<file path="src/rtl/clk_div_pkg.sv">
// Shared types and helpers for the programmable clock divider controller.
// Optional build macro used by clk_div_ctrl: CLK_DIV_CTRL_PERIOD_CNT_EN.
package clk_div_pkg;

  // Controller states: IDLE (stopped), RUN (dividing), STOP (finishing last period).
  typedef enum logic [1:0] {
    ST_IDLE = 2'd0,
    ST_RUN  = 2'd1,
    ST_STOP = 2'd2
  } state_t;

  // Smallest divide ratio that still gives a real divided clock.
  localparam logic [31:0] DIV_MIN = 32'd2;

  // Ratios 0 and 1 cannot produce a 50% duty output and are rejected.
  function automatic logic div_legal(input logic [31:0] val);
    return (val >= DIV_MIN);
  endfunction

endpackage

</file>
<file path="src/rtl/clk_div_core.sv">
// Divider datapath: cycle counter, posedge/negedge duty flops and output OR.
// The ratio register lives here so the counter compare and the duty threshold
// always see the same value; it only changes when the controller pulses load,
// which happens at a period boundary or while stopped.
module clk_div_core #(
  parameter int WIDTH       = 4,
  parameter int DEFAULT_DIV = 5
) (
  input  logic             clk,
  input  logic             resetn,
  input  logic [WIDTH-1:0] div_n,
  input  logic             run,
  input  logic             load,
  output logic [WIDTH-1:0] count,
  output logic             count_end,
  output logic [WIDTH-1:0] div_cur,
  output logic             div_clk
);

  logic [WIDTH-1:0] cnt_q;
  logic [WIDTH-1:0] div_q;
  logic             act_q;
  logic             hi_p;
  logic             hi_n;
  logic [WIDTH-1:0] half;
  logic [WIDTH-1:0] last;
  logic [WIDTH-1:0] cnt_inc;

  // Ratio is always >= 2, so div_q - 1 never underflows and cnt_q + 1 stays
  // below div_q whenever it is used.
  assign half      = div_q >> 1;
  assign last      = div_q - WIDTH'(1);
  assign cnt_inc   = cnt_q + WIDTH'(1);
  assign count_end = act_q && (cnt_q == last);

  // Counter and high-phase flop; every period (including the first after IDLE) starts at count 0 with hi_p set.
  always_ff @(posedge clk or negedge resetn) begin
    if (!resetn) begin
      cnt_q <= '0;
      div_q <= WIDTH'(DEFAULT_DIV);
      act_q <= 1'b0;
      hi_p  <= 1'b0;
    end else begin
      if (load) div_q <= div_n;
      if (!run) begin
        act_q <= 1'b0;
        cnt_q <= '0;
        hi_p  <= 1'b0;
      end else if (!act_q || count_end) begin
        act_q <= 1'b1;
        cnt_q <= '0;
        hi_p  <= 1'b1;
      end else begin
        cnt_q <= cnt_inc;
        hi_p  <= (cnt_inc < half);
      end
    end
  end

  // Half-cycle extension for odd ratios; held low for even ratios so the OR passes hi_p alone.
  always_ff @(negedge clk or negedge resetn) begin
    if (!resetn) begin
      hi_n <= 1'b0;
    end else begin
      hi_n <= hi_p & div_q[0];
    end
  end

  assign div_clk = hi_p | hi_n;
  assign count   = cnt_q;
  assign div_cur = div_q;

endmodule

</file>
<file path="src/rtl/clk_div_ctrl.sv">
// Run-time programmable integer clock divider controller (top).
// Sequences enable/disable and ratio changes onto output-period boundaries so
// o_div_clk never glitches. Build macro CLK_DIV_CTRL_PERIOD_CNT_EN adds the
// saturating o_period_cnt output.
//
// Ratio-change handshake: the requester raises i_div_req with i_div_val and
// holds both until o_div_ack. A request is accepted on a posedge where
// i_div_req = 1, o_busy = 0 and o_div_ack = 0. Legal values set o_busy and are
// applied at the next wrap (or the next edge when IDLE); the edge that applies
// them raises o_div_ack for one cycle and drops o_busy. Illegal values raise
// o_div_ack and o_div_err together on the acceptance edge and never set o_busy.
// The requester drops i_div_req after seeing o_div_ack.
module clk_div_ctrl
  import clk_div_pkg::*;
#(
  parameter int WIDTH       = 4,
  parameter int DEFAULT_DIV = 5
) (
  input  logic             clk,
  input  logic             resetn,
  input  logic             i_en,
  input  logic             i_div_req,
  input  logic [WIDTH-1:0] i_div_val,
  output logic             o_div_ack,
  output logic             o_div_err,
  output logic             o_busy,
  output logic [WIDTH-1:0] o_div_cur,
  output logic [WIDTH-1:0] o_count,
  output logic             o_count_end,
  output logic             o_div_clk,
`ifdef CLK_DIV_CTRL_PERIOD_CNT_EN
  output logic [15:0]      o_period_cnt,
`endif
  output state_t           o_state
);

  if ((DEFAULT_DIV < 2) || (DEFAULT_DIV > (1 << WIDTH) - 1)) begin : g_bad_default
    $error("clk_div_ctrl: DEFAULT_DIV out of range 2..2^WIDTH-1");
  end

  state_t           state_q;
  state_t           state_nxt;
  logic             pend_q;
  logic [WIDTH-1:0] req_q;
  logic             ack_q;
  logic             err_q;
  logic             accept;
  logic             load;
  logic             run;
  logic             core_end;

  assign accept = i_div_req && !pend_q && !ack_q;
  assign load   = pend_q && ((state_q == ST_IDLE) || core_end);
  assign run    = (state_nxt != ST_IDLE);

  // Next-state decode: enable changes only stop the divider at a wrap.
  always_comb begin
    state_nxt = state_q;
    unique case (state_q)
      ST_IDLE: if (i_en) state_nxt = ST_RUN;
      ST_RUN:  if (!i_en) state_nxt = core_end ? ST_IDLE : ST_STOP;
      ST_STOP: begin
        if (i_en)          state_nxt = ST_RUN;
        else if (core_end) state_nxt = ST_IDLE;
      end
      default: state_nxt = ST_IDLE;
    endcase
  end

  // FSM state plus request latch and registered ack/err pulses.
  always_ff @(posedge clk or negedge resetn) begin
    if (!resetn) begin
      state_q <= ST_IDLE;
      pend_q  <= 1'b0;
      req_q   <= '0;
      ack_q   <= 1'b0;
      err_q   <= 1'b0;
    end else begin
      state_q <= state_nxt;
      ack_q   <= 1'b0;
      err_q   <= 1'b0;
      if (load) begin
        pend_q <= 1'b0;
        ack_q  <= 1'b1;
      end else if (accept) begin
        if (div_legal(32'(i_div_val))) begin
          pend_q <= 1'b1;
          req_q  <= i_div_val;
        end else begin
          ack_q <= 1'b1;
          err_q <= 1'b1;
        end
      end
    end
  end

  clk_div_core #(
    .WIDTH       (WIDTH),
    .DEFAULT_DIV (DEFAULT_DIV)
  ) u_core (
    .clk       (clk),
    .resetn    (resetn),
    .div_n     (req_q),
    .run       (run),
    .load      (load),
    .count     (o_count),
    .count_end (core_end),
    .div_cur   (o_div_cur),
    .div_clk   (o_div_clk)
  );

`ifdef CLK_DIV_CTRL_PERIOD_CNT_EN
  logic [15:0] per_q;

  // Count completed output periods since the last ratio change, saturating.
  always_ff @(posedge clk or negedge resetn) begin
    if (!resetn) begin
      per_q <= '0;
    end else if (load) begin
      per_q <= '0;
    end else if (core_end && (per_q != 16'hFFFF)) begin
      per_q <= per_q + 16'd1;
    end
  end

  assign o_period_cnt = per_q;
`endif

  assign o_div_ack   = ack_q;
  assign o_div_err   = err_q;
  assign o_busy      = pend_q;
  assign o_count_end = core_end;
  assign o_state     = state_q;

endmodule
</file>
<file path="config.mk">
export PLATFORM = sky130hd
export DESIGN_NAME = clk_div_ctrl
export DESIGN_NICKNAME = d
export VERILOG_FILES = /design/src/rtl/clk_div_pkg.sv /design/src/rtl/clk_div_core.sv /design/src/rtl/clk_div_ctrl.sv
export SDC_FILE = /design/constraint.sdc
export NUM_CORES = 1
export LEC_CHECK = 0
export BUFFER_PORTS_ARGS = -buffer_cell sky130_fd_sc_hd__buf_2
export CORE_AREA = 2 2 47 81
export DETAILED_ROUTE_END_ITERATION = 12
export DIE_AREA = 0 0 49 83
export PLACE_DENSITY = 0.48
export RECOVER_POWER = 50
export SLEW_MARGIN = 10
export SYNTH_ARGS = -nofsm -noshare
export SYNTH_HDL_FRONTEND = slang
export SYNTH_HIERARCHICAL = 1
export SYNTH_SLANG_ARGS = --single-unit
</file>
<file path="constraint.sdc">
create_clock -name clk -period 2.17 [get_ports clk]
set_clock_uncertainty 0.15 [all_clocks]
set_input_delay 0.434 -clock clk [delete_from_list [all_inputs] [get_ports clk]]
set_output_delay 0.434 -clock clk [all_outputs]
set_load 0.005 [all_outputs]
</file>
==> run_summary.xml <==
<?xml version="1.0" encoding="UTF-8"?>
<metrics>
  <group name="power">
    <metric name="power" unit="mW">2.069</metric>
    <metric name="power_leakage" unit="nW">0.6891</metric>
    <metric name="peakVddDrop" unit="mV">0.6192</metric>
    <metric name="pwr_density_cell" unit="nW/um2">1478</metric>
  </group>
  <group name="synthesis">
    <metric name="synthDominantAreaCellType" unit="">dfrtp_1</metric>
    <metric name="synth.avg_cell_area" unit="um2">11.84</metric>
    <metric name="synthesis.instances" unit="">80</metric>
    <metric name="ys_types" unit="">29</metric>
    <metric name="area_fraction_in_compound_gates_after_synthesis" unit="">0.08454</metric>
    <metric name="synth_fp_nets" unit="">92</metric>
    <metric name="synth.area.mux_share" unit="">0.04227</metric>
    <metric name="ys.warnings.count" unit="">6</metric>
    <metric name="synth_largest_type_area_fraction" unit="">0.4491</metric>
    <metric name="synth.cell_area" unit="um2">947.2</metric>
    <metric name="xor_and_xnor_fraction_of_the_mapped_netlist_area" unit="">0.08322</metric>
    <metric name="synthSimpleGateAreaFrac" unit="">0.1704</metric>
    <metric name="synth_sequential_area_ratio" unit="">0.5310</metric>
    <metric name="yosys_reg_bits" unit="">20</metric>
    <metric name="synth_top_cells_by_area" unit="">dfrtp_1 45%, xnor2_1 6.5%, dfstp_2 5.5%</metric>
    <metric name="synth-adder-area-share" unit="">0.05284</metric>
    <metric name="dominant_combinational_cell_family_by_area_after_synthesis" unit="">simple AND/OR/NAND/NOR gates</metric>
  </group>
  <group name="route">
    <metric name="firstDrtPassIters" unit="">2</metric>
    <metric name="antenna_violating_nets_post_route" unit="">0</metric>
    <metric name="post_drt_wl_per_cell" unit="um">12.03</metric>
    <metric name="first_iter_violations" unit="">11</metric>
    <metric name="drt_drc_violations_left" unit="">0</metric>
    <metric name="dr_total_vias" unit="">711</metric>
    <metric name="detailed_route_wire_length" unit="mm">1.985</metric>
    <metric name="avgViaCountPerCell" unit="">4.309</metric>
  </group>
  <group name="cells_and_area">
    <metric name="final_cell_area" unit="um2">1400</metric>
    <metric name="final_layout_size_suffix_gt1_frac" unit="">0.5833</metric>
    <metric name="syn2layout_area_growth" unit="%">47.82</metric>
    <metric name="most-common-layout-cells" unit="">20 x buf_2, 17 x dfrtp_1, 13 x buf_4, 6 x inv_1, 6 x nand2_2</metric>
    <metric name="num-nets-final" unit="">133</metric>
    <metric name="postLayoutCoreUtil" unit="">0.4120</metric>
    <metric name="antenna-diode-count" unit="">0</metric>
    <metric name="layout.cells.most_common" unit="">buf_2</metric>
  </group>
  <group name="global_routing">
    <metric name="grt_util_met3" unit="">0.01619</metric>
    <metric name="gr-total-overflow" unit="">0</metric>
    <metric name="grt_antenna_before_repair" unit="">0</metric>
    <metric name="global_routing_usage_summed_across_all_routing_layers" unit="">0.1026</metric>
    <metric name="gr-usage-met2" unit="">0.1768</metric>
    <metric name="globalRouteMet1Util" unit="">0.1157</metric>
    <metric name="vias_in_the_first_global_route" unit="">715</metric>
    <metric name="grt.busiest_layer" unit="">met2</metric>
    <metric name="grt_max_degree" unit="">20</metric>
    <metric name="grt_first_pass_wirelength" unit="mm">3.263</metric>
  </group>
  <group name="clock_network">
    <metric name="cts_inserted_buffers" unit="">3</metric>
    <metric name="clk_root_buffer_cell" unit="">clkbuf_8</metric>
    <metric name="clockBufferDepth" unit="">2</metric>
    <metric name="clk_latency" unit="ns">0.25</metric>
    <metric name="worst_setup_hold_path_clk_slew" unit="ns">0.07</metric>
    <metric name="cts_num_sinks" unit="">20</metric>
    <metric name="hold_buffers" unit="">0</metric>
    <metric name="tritoncts" unit="">built</metric>
    <metric name="deepest_level_of_the_cts_h_tree" unit="">1</metric>
  </group>
  <group name="status">
    <metric name="run_status" unit="">finished with violations</metric>
    <metric name="failed_checks" unit="">setup timing</metric>
  </group>
  <group name="worst_setup_path">
    <metric name="critPathSlowestCell" unit="">dfrtn_1</metric>
    <metric name="crit_path_end_kind" unit="">output pin</metric>
    <metric name="critPathLaunchType" unit="">register</metric>
    <metric name="required" unit="ns">1.59</metric>
    <metric name="path_max_fanout" unit="">1</metric>
    <metric name="worst_path_dominant_cell_family" unit="">flip-flops</metric>
    <metric name="worst-setup-path-type" unit="">register to output pin</metric>
    <metric name="worstPathBufferInverterCount" unit="">1</metric>
    <metric name="crit_chain" unit="">or2_4, buf_6</metric>
    <metric name="cp_slowest_stage_delay" unit="ns">0.32</metric>
    <metric name="cp.arrival" unit="ns">2.00</metric>
  </group>
  <group name="sta">
    <metric name="timing.final.hold_violations" unit="">0</metric>
    <metric name="rsz0062_at_grt" unit="">yes</metric>
    <metric name="final.setup.worst_slack" unit="ns">-0.4175</metric>
    <metric name="slew_viol_final" unit="">0</metric>
    <metric name="final.hold.worst_slack" unit="ns">0.2041</metric>
    <metric name="finalSetupViolCount" unit="">4</metric>
    <metric name="max_slew.worst_pin.slew" unit="ns">1.027</metric>
    <metric name="max_slew_margin" unit="">0.3151</metric>
  </group>
  <group name="placed_design">
    <metric name="detailedPlacementHpwl" unit="mm">1.490</metric>
    <metric name="port_buffers" unit="">22</metric>
    <metric name="place_ws" unit="ns">-0.1342</metric>
    <metric name="place.gp.congestion" unit="">0.7126</metric>
    <metric name="dpl-instance-area" unit="um2">1229</metric>
  </group>
  <group name="floorplanning">
    <metric name="row_count" unit="">28</metric>
    <metric name="io_pins" unit="">23</metric>
    <metric name="die_y" unit="um">83</metric>
    <metric name="chipWidth" unit="um">49</metric>
    <metric name="floorplan.initialDensity" unit="">0.2787</metric>
    <metric name="core_area" unit="um2">3398</metric>
    <metric name="die-area" unit="um2">4067</metric>
  </group>
  <group name="job">
    <metric name="maxCapViolCount" unit="">0</metric>
  </group>
  <group name="hold_path">
    <metric name="hold_path_class" unit="">input port to register</metric>
  </group>
</metrics>
[logic make-up (layout without fill, tap and decap cells)]
group / count (synthesis) / in the layout
AOI/OAI and AO/OA: 12 / 12
adders and majority gates: 4 / 4
and+or+nand+nor: 23 / 23
muxes: 3 / 3
buffers and inverters: 9 / 49
DFF: 20 / 20
xor gates and xnor gates: 9 / 9
[synthesized netlist by cell type]
cell and n:
a21boi_0 1, a21oi_1 1, a22o_1 1, a22o_2 1, a22oi_1 1, and2_1 2, and3b_1 1, clkbuf_1 1
dfrtn_1 1, dfrtp_1 17, dfstp_2 2, ha_1 4, inv_1 8, mux2_4 2, mux2i_1 1, nand2_1 8
nand2b_4 1, nand3_1 1, nor3_1 4, nor3_2 1, nor3b_1 2, nor3b_4 1, nor4_4 1, o21ai_0 5
o21bai_1 1, o31a_1 1, or2_2 1, xnor2_1 7, xor2_1 2
[flip-flops by register name (all words and copies together), names as in the netlist]
register / count
o_busy: 1
o_div_ack: 1
o_div_err: 1
o_state: 2
req_q: 4
u_core/act_q: 1
u_core/count: 4
u_core/div_cur: 4
u_core/hi_n: 1
u_core/hi_p: 1
[where the power goes]
group	switching (mW)	internal [mW]	leakage (nW)
registers	0.149	0.528	0.248
clock network	0.114	0.130	0.0228
logic	0.476	0.673	0.419
total	0.738	1.33	0.689
[timing repair]
| item | in CTS | in global routing |
|---|---|---|
| pin swaps | 1 | 4 |
| resized for setup | 4 | 20 |
| buffers inserted | 2 | 3 |
| endpoints found under the setup margin | 4 | 11 |
[path summary, 6_finish.rpt]
path                                         from           endpoint  slack, ns  cells after the start
min in group asynchronous                  resetn           req_q[2]       0.42                      2
worst min-delay path                         i_en         o_state[1]       0.20                      2
max in group asynchronous                  resetn    u_core/count[2]       0.84                      2
worst min register to register           req_q[0]  u_core/div_cur[0]       0.35                      2
worst max register to register  u_core/div_cur[0]        u_core/hi_p      -0.02                     10
worst max-delay path                  u_core/hi_n          o_div_clk      -0.42                      2
[layer usage]
layer  vias up  share of wire
li1        354              -
met1       339           0.41
met2        16           0.54
met3         2          0.039
met4         0          0.014
met5         -              0
[worst register-to-register path, cell delays in order, from the launching register on]
cell	delay, ns
dfstp_2	0.54
inv_2	0.05
ha_4	0.17
xnor2_4	0.13
nor4_4	0.31
and2_4	0.21
buf_6	0.09
o21bai_4	0.12
a22oi_2	0.09
buf_4	0.15
o31a_1	0.09
[through the flow]
stage / instances / TNS [ns]
floorplan: 80 / -0.02049
global placement: 156 / -0.1367
detailed placement: 156 / -0.1342
CTS: 162 / -0.6307
global route: 165 / -1.490
finish: 165 / -0.6256
[layout make-up]
cell class | count | area [um2]
Clock buffer | 4 | 45.04
Fill cell | 351 | 1998
Inverter | 8 | 35.03
Multi-Input combinational cell | 51 | 533.0
Sequential cell | 20 | 503.0
Tap cell | 45 | 56.30
Timing Repair Buffer | 37 | 227.7
No activity file was read; power rests on OpenSTA's default activity.
